[src/rtl/sseg_pkg.sv]
// Shared seven-segment glyph constants and nibble type for the multiplexed display.
package sseg_pkg;

  typedef logic [3:0] nibble_t;

  // Active-low segment order {g,f,e,d,c,b,a}
  localparam logic [6:0] SEG_BLANK = 7'b111_1111;
  localparam logic [6:0] SEG_MINUS = 7'b011_1111;

  // Indexed by nibble value; entry 15 first
  localparam logic [15:0][6:0] SEG_HEX = {
    7'b000_1110, 7'b000_0110, 7'b010_0001, 7'b100_0110,
    7'b000_0011, 7'b000_1000, 7'b001_1000, 7'b000_0000,
    7'b111_1000, 7'b000_0010, 7'b001_0010, 7'b001_1001,
    7'b011_0000, 7'b010_0100, 7'b111_1001, 7'b100_0000
  };

endpackage

[src/rtl/sseg_mux_display_sseg.sv]
// Hex nibble to active-low seven-segment glyph decoder.
module sseg_mux_display_sseg
  import sseg_pkg::*;
(
  input  nibble_t    nib,
  output logic [6:0] segs_c
);

  assign segs_c = SEG_HEX[nib];

endmodule

[src/rtl/sseg_mux_display.sv]
// Time-multiplexed NDIG-digit seven-segment driver with frame-aligned word capture.
// Optional digit blinking is built when SSEG_BLINK_EN is defined.
module sseg_mux_display
  import sseg_pkg::*;
#(
  parameter int unsigned NDIG         = 4,
  parameter int unsigned SCAN_DIV     = 50000,
  parameter int unsigned BLINK_FRAMES = 64
) (
  input  logic              Clk,
  input  logic              nReset,
  input  logic              in_valid,
  output logic              in_ready,
  input  logic [4*NDIG-1:0] value,
  input  logic              neg,
  input  logic              enable,
  input  logic              blank_lz,
  input  logic [NDIG-1:0]   blink_mask,
  output logic [6:0]        segs,
  output logic [NDIG-1:0]   dig_en,
  output logic              frame_done
);

  localparam int unsigned CNT_W   = $clog2(SCAN_DIV);
  localparam int unsigned IDX_W   = $clog2(NDIG);
  localparam int unsigned BLINK_W = $clog2(BLINK_FRAMES + 1);

  logic [CNT_W-1:0]             count;
  logic [IDX_W-1:0]             idx;
  logic                         tick;
  logic                         last_idx;
  logic                         transfer;

  nibble_t [NDIG-1:0]           val_q;
  logic                         neg_q;
  logic                         en_q;
  logic                         lz_q;

  logic [NDIG-1:0]              lz;
  logic                         lz_run;
  logic                         blink_off;
  logic [6:0]                   hex_c;
  logic [6:0]                   glyph;

  assign tick     = (count == CNT_W'(SCAN_DIV - 1));
  assign last_idx = (idx == IDX_W'(NDIG - 1));
  assign in_ready = tick & last_idx;
  assign transfer = in_valid & in_ready;

  // Slot counter and digit index
  always_ff @(posedge Clk or negedge nReset) begin
    if (!nReset) begin
      count <= '0;
      idx   <= '0;
    end else if (tick) begin
      count <= '0;
      idx   <= last_idx ? '0 : idx + IDX_W'(1);
    end else begin
      count <= count + CNT_W'(1);
    end
  end

  // Shadow word, only updated at the frame boundary so a frame never tears
  always_ff @(posedge Clk or negedge nReset) begin
    if (!nReset) begin
      val_q <= '0;
      neg_q <= 1'b0;
      en_q  <= 1'b0;
      lz_q  <= 1'b0;
    end else if (transfer) begin
      val_q <= value;
      neg_q <= neg;
      en_q  <= enable;
      lz_q  <= blank_lz;
    end
  end

`ifdef SSEG_BLINK_EN
  logic [BLINK_W-1:0] blink_cnt;
  logic               phase_q;
  logic [NDIG-1:0]    mask_q;

  // Frame counter toggling the blink phase every BLINK_FRAMES frames
  always_ff @(posedge Clk or negedge nReset) begin
    if (!nReset) begin
      blink_cnt <= '0;
      phase_q   <= 1'b0;
      mask_q    <= '0;
    end else begin
      if (transfer) mask_q <= blink_mask;
      if (in_ready) begin
        if (blink_cnt == BLINK_W'(BLINK_FRAMES - 1)) begin
          blink_cnt <= '0;
          phase_q   <= ~phase_q;
        end else begin
          blink_cnt <= blink_cnt + BLINK_W'(1);
        end
      end
    end
  end

  assign blink_off = phase_q & mask_q[idx];
`else
  logic unused_blink;
  assign unused_blink = ^blink_mask;
  assign blink_off    = 1'b0;
`endif

  // Leading-zero run from the top digit down; a minus position counts as zero
  always_comb begin
    lz_run = 1'b1;
    lz     = '0;
    for (int k = int'(NDIG) - 1; k >= 0; k--) begin
      lz_run = lz_run & ((val_q[k] == 4'h0) | ((k == int'(NDIG) - 1) & neg_q));
      lz[k]  = lz_run & (k != 0) & lz_q;
    end
  end

  sseg_mux_display_sseg u_sseg (
    .nib    (val_q[idx]),
    .segs_c (hex_c)
  );

  always_comb begin
    glyph = hex_c;
    if (!en_q)                  glyph = SEG_BLANK;
    else if (last_idx && neg_q) glyph = SEG_MINUS;
    else if (lz[idx])           glyph = SEG_BLANK;
    else if (blink_off)         glyph = SEG_BLANK;
  end

  always_ff @(posedge Clk or negedge nReset) begin
    if (!nReset) begin
      segs       <= SEG_BLANK;
      dig_en     <= '1;
      frame_done <= 1'b0;
    end else begin
      segs       <= glyph;
      dig_en     <= ~(NDIG'(1) << idx);
      frame_done <= in_ready;
    end
  end

endmodule

[config.mk]
export PLATFORM = sky130hd
export DESIGN_NAME = sseg_mux_display
export DESIGN_NICKNAME = d
export VERILOG_FILES = /design/src/rtl/sseg_pkg.sv /design/src/rtl/sseg_mux_display_sseg.sv /design/src/rtl/sseg_mux_display.sv
export SDC_FILE = /design/constraint.sdc
export NUM_CORES = 1
export LEC_CHECK = 0
export CELL_PAD_IN_SITES_DETAIL_PLACEMENT = 1
export CELL_PAD_IN_SITES_GLOBAL_PLACEMENT = 2
export CORE_MARGIN = 2
export CORE_UTILIZATION = 36
export DETAILED_ROUTE_END_ITERATION = 7
export PLACE_DENSITY = 0.9
export REMOVE_ABC_BUFFERS = 1
export SYNTH_ARGS = -nofsm -noshare
export SYNTH_HDL_FRONTEND = slang
export SYNTH_SLANG_ARGS = --single-unit
[constraint.sdc]
create_clock -name Clk -period 2.74 [get_ports Clk]
set_input_delay 0.548 -clock Clk [delete_from_list [all_inputs] [get_ports Clk]]
set_output_delay 0.548 -clock Clk [all_outputs]
set_load 0.1 [all_outputs]
After elaboration in Yosys (flattened, before gate mapping):

Memories as Yosys holds them, arrays and structs flattened.
Index checks and enable logic that the tools add are counted.

* register bits: 49
* ROM bits: 112
* input port bits: 26
* logic and storage cells: 43
* memories kept: 1

* add/sub/neg operators: 2
* $lt $le $gt $ge: 2
* equal/unequal tests: 2
* shift operators: 1
* muxes and demuxes: 10
* bitwise gates (word level): 9
* reductions and logical operators: 4

Memories
* (name not given): depth 16, bits a word 7, read ports 1, clocked after memory_dff 0, wr ports 0, RTL line sseg_mux_display_sseg.sv:9 `assign segs_c = SEG_HEX[nib];`

Operators with widths (number)
* 7-bit two-way mux: 4
* 16-bit by 1-bit adder with 16-bit output (second input constant): 1
* 16-bit equality test (second input constant): 1
* 16-bit two-way mux: 1
* 4-bit logical NOT: 3
* 4-bit binary-select mux with 2-bit select: 1
* 1-bit AND: 7
* 4-bit by 5-bit < comparator with 1-bit output (second input constant): 1
* 4-bit two-way mux: 1
* 4-bit NOT: 1
* 1-bit by 2-bit left shift with 4-bit output (first input constant): 1
* 2-bit by 3-bit < comparator with 1-bit output (second input constant): 1
* 2-bit by 1-bit adder with 2-bit output (second input constant): 1
* 1-bit binary-select mux with 2-bit select: 1
* 2-bit equality test (second input constant): 1
* 2-bit two-way mux: 1
* 1-bit logical AND: 1
* 1-bit two-way mux: 1
* 1-bit bitwise OR: 1

Longest topological paths before layout:

* depth after elaboration: 10
* mapped depth: 7
* depth with buffers taken out: 6

Hierarchy:

Synthesis repeated with hierarchy kept, for this count alone.

* cells, all modules: 201
* area total of the unflattened synthesis: 2461.1 sq um

Modules (own cells, without submodules)
* sseg_mux_display: instances 1, cells each 166, area each 2202.1 sq um, sequential area each 1239.9 sq um
* sseg_mux_display_sseg: instances 1, cells each 35, area each 259.0 sq um, sequential area each 0.0 sq um

Worst setup path before layout:

No wires, ideal clock.

* path type: reg-to-output
* start point: register count[0]
* end point: output in_ready
* arrival time: 2.112 ns
* data required time: 2.192 ns
* path slack: 0.080 ns
* cell stages (with the launch flop): 7
* path buffers: 1
* cell sequence: dfrtp_1 -> ha_1 -> nand3_1 -> nor4_1 -> and3_2 -> clkbuf_1 -> and2_1

* cells in the longest elaborated chain, start to end: 2

Ends and longest elaborated chain
* start: declaration: RTL line sseg_mux_display.sv:28 `logic [CNT_W-1:0] count;`
* start signal: assignment: RTL line sseg_mux_display.sv:59 `count <= count + CNT_W'(1);`
* 16-bit equality test: RTL line sseg_mux_display.sv:45 `assign tick = (count == CNT_W'(SCAN_DIV - 1));`
* 1-bit AND: RTL line sseg_mux_display.sv:47 `assign in_ready = tick & last_idx;`
* end: declaration: RTL line sseg_mux_display.sv:13 `output logic in_ready,`

Every way passes these cells.

Worst setup path after layout:

Ends and elaborated chain as after synthesis.

==> results.py <==
metrics = {
    "outcome": {
        "run_status": "finished clean",
    },
    "worst_hold_path": {
        "min_path_type": "primary input to asynchronous set/reset pin",
    },
    "placement": {
        "place_inst": 301,
        "post-dp-hpwl_mm": 3.650,
        "post_place_cell_area_um2": 2810,
        "routabilityCongestion": 0.6975,
        "port_buffers": 34,
    },
    "clock_network": {
        "ctsResizeCount": 0,
        "clk_pin_slew_ps": 90,
        "clock_tree.root_cell": "sky130_fd_sc_hd__clkbuf_8",
        "worstSkewPairLatency_ps": 300,
        "cts_max_level": 2,
        "numCtsBuffers": 5,
        "cts_tree": "yes",
        "maximum_clock_path_buffer_count": 2,
        "hold_buffers": 0,
        "post_cts.repair.setup_buffers": 0,
        "clock-sinks": 49,
    },
    "timing": {
        "final_hold_viol_count": 0,
        "clock-skew-final_ps": 12.82,
        "timing.slew.headroom": 0.5749,
        "min_period_over_period": 0.8909,
        "hold_slack_ps": 340.0,
        "tns_ps": 0,
        "grt_setup_unrepaired": "false",
        "report.final.slew_viol_count": 0,
        "max_freq_mhz": 409.7,
        "finalWorstPathRequiredPeriod_ps": 2441,
        "setup_violations": 0,
        "worst_pin_slew_ps": 637.6,
    },
    "yosys": {
        "ys_dominant_reg_cell": "sky130_fd_sc_hd__dfrtp_1",
        "synth-edff-count": 0,
        "yosys.area.top_type_share": 0.3936,
        "ys_seq_area_frac": 0.5132,
        "ffs_w_async_s_r_synth": 1.000,
        "post_synth_instance_area_um2": 2416,
        "largest_area_contributor_in_the_synthesized_netlist": "sky130_fd_sc_hd__dfrtp_1",
        "synth.avg_cell_area_um2": 12.52,
        "yosys.cell_types.count": 41,
        "ys_top_cells_by_count": "sky130_fd_sc_hd__dfrtp_1 (38), sky130_fd_sc_hd__dfstp_2 (11), sky130_fd_sc_hd__inv_1 (11), sky130_fd_sc_hd__mux2_2 (11), sky130_fd_sc_hd__nor2_1 (11)",
        "post_synth_inst_count": 193,
        "yosys-top-cells-area": "sky130_fd_sc_hd__dfrtp_1 (39%), sky130_fd_sc_hd__dfstp_2 (12%), sky130_fd_sc_hd__mux2_4 (6.2%)",
        "number_of_synthesized_register_bits": 49,
        "synth_most_common_cell": "sky130_fd_sc_hd__dfrtp_1",
        "synth.yosys.warnings": 0,
    },
    "setup_path": {
        "worstSetupStartpointType": "flop",
        "worstPathBufferInverterCount": 1,
        "end_kind": "output port",
        "reg2regPathDepth": 5,
        "regToRegSetupSlack_ps": 490,
        "crit_arrival_ps": 1890,
        "category_of_cells_accounting_for_the_largest_share_of_critical_path_delay": "simple AND/OR/NAND/NOR gates",
        "critical_path.max_fanout": 5,
        "path_depth": 6,
        "cp_cell_sequence": "ha_1 -> nand3_1 -> nor4_1 -> and3_2 -> and2_1 -> buf_12",
        "cell_with_the_largest_stage_delay_on_the_worst_path": "sky130_fd_sc_hd__dfrtp_1",
        "path_class": "flop to output port",
        "worst-endpoint-required_ps": 2190,
        "cp_slowest_stage_delay_ps": 370,
    },
    "grt": {
        "grt.total_usage": 0.1439,
        "vias_in_the_first_global_route": 1671,
        "grt_pass1_wl_mm": 8.238,
        "antenna_found_initial": 0,
        "grt_start_max_net_pins": 50,
        "overflow": 0,
    },
    "floorplanning": {
        "row_count": 29,
        "die_w_um": 85.92,
        "die-area_um2": 7382,
        "area_of_the_core_um2": 6422,
        "initial_utilization": 0.3762,
        "boundaryPins": 39,
        "die-height_um": 85.92,
    },
    "drt": {
        "router_iterations_before_antenna_repair": 4,
        "overall_via_count_from_detail_route": 1597,
        "dr_drc_count": 0,
        "drt-wirelength-per-cell_um": 16.39,
        "ant_nets": 0,
        "drt-total-wl_mm": 5.063,
        "viasPerCell": 5.168,
        "initialDrtViolationCount": 74,
    },
    "layout": {
        "post_route_cells_drive_above_1_share": 0.2931,
        "final_area_um2": 2897,
        "finalNonFillerCells": 309,
        "antenna-diode-count": 0,
        "finish.net_count": 267,
        "layout-area-overhead-vs-synth_pct": 19.89,
    },
    "pwr": {
        "finalPower_w": 0.001198,
        "ir_drop_uv": 188.5,
        "power-per-cell-area_nw_per_um2": 413.6,
        "p_leak_nw": 1.256,
    },
    "job": {
        "drv_cap": 0,
    },
}
cell families (layout without fill, tap and decap cells):
group           count (synthesis)  count (layout)  synth area share
mux                            27              27            0.1590
xor+xnor                       12              12           0.04350
buf+inv                        17              56           0.03366
fa+ha+maj                      10              10           0.05179
compound gates                 23              23           0.06318
flops                          49              49            0.5132
simple gates                   55              55            0.1357
path summary, 6_finish.rpt:
kind,startpoint,endpoint
min in group Clk,count[0]$_DFF_PN0_,count[0]$_DFF_PN0_
worst min-delay path,nReset,en_q$_DFFE_PN0P_
max in group asynchronous,nReset,val_q[11]$_DFFE_PN0P_
worst max-delay path,count[0]$_DFF_PN0_,in_ready
worst max register to register,count[4]$_DFF_PN0_,val_q[3]$_DFFE_PN0P_
worst min register to register,count[0]$_DFF_PN0_,count[0]$_DFF_PN0_
placed cells by master, fill, tap and decap left out, types with 2 or more instances in the layout:
cell / instances
sky130_fd_sc_hd__o21ai_0: 6
sky130_fd_sc_hd__nand3_1: 6
sky130_fd_sc_hd__o31ai_1: 2
sky130_fd_sc_hd__mux2_2: 11
sky130_fd_sc_hd__mux4_2: 4
sky130_fd_sc_hd__a21oi_1: 6
sky130_fd_sc_hd__nor4_1: 4
sky130_fd_sc_hd__mux2i_1: 2
sky130_fd_sc_hd__buf_4: 15
sky130_fd_sc_hd__o221ai_1: 2
sky130_fd_sc_hd__clkdlybuf4s50_1: 20
sky130_fd_sc_hd__ha_1: 10
sky130_fd_sc_hd__nand2_1: 10
sky130_fd_sc_hd__nand2b_1: 2
sky130_fd_sc_hd__dfstp_2: 11
sky130_fd_sc_hd__dfrtp_1: 38
sky130_fd_sc_hd__xnor2_1: 2
sky130_fd_sc_hd__and2_1: 3
sky130_fd_sc_hd__nor2b_1: 4
sky130_fd_sc_hd__xor2_1: 10
sky130_fd_sc_hd__nor2_1: 11
sky130_fd_sc_hd__clkbuf_8: 5
sky130_fd_sc_hd__mux2_4: 10
sky130_fd_sc_hd__o211ai_1: 3
sky130_fd_sc_hd__nand4_1: 4
sky130_fd_sc_hd__inv_1: 11
report_power, final:
group           total, W  internal [W]  switching [W]
clock network   0.000428      0.000182       0.000246
registers       0.000723      0.000723              0
logic          0.0000465     0.0000266      0.0000198
routing by layer:
metal  routed length (um)  up-vias  track usage
li1                     -      763            -
met3                  143        4      0.03080
met5                    0        -            0
met4                   60        0      0.05051
met1                 2306      807       0.1893
met2                 2553       23       0.2347
area by class of cell:
type                    instances  area (um2)
inverters                      11       41.29
fillers                       686        3526
flip-flops and latches         49        1240
multi-input cells             127        1095
repair buffers                 37       337.8
clock inverters                 2       13.76
clock buffers                   6       72.57
well taps                      77       96.34
per-stage QoR:
step           setup WS, ps    util
2_1_floorplan         272.7       -
3_3_place_gp          556.6  0.4376
3_5_place_dp          495.2  0.4376
4_1_cts               259.2  0.4510
5_1_grt               156.2  0.4510
6_report              299.0  0.4510
registers in the layout (all words and copies together) (netlist names):
signal,flops
count,16
dig_en,4
en_q,1
frame_done,1
idx,2
lz_q,1
neg_q,1
segs,7
val_q,16
(Power assumes the default switching activity.)
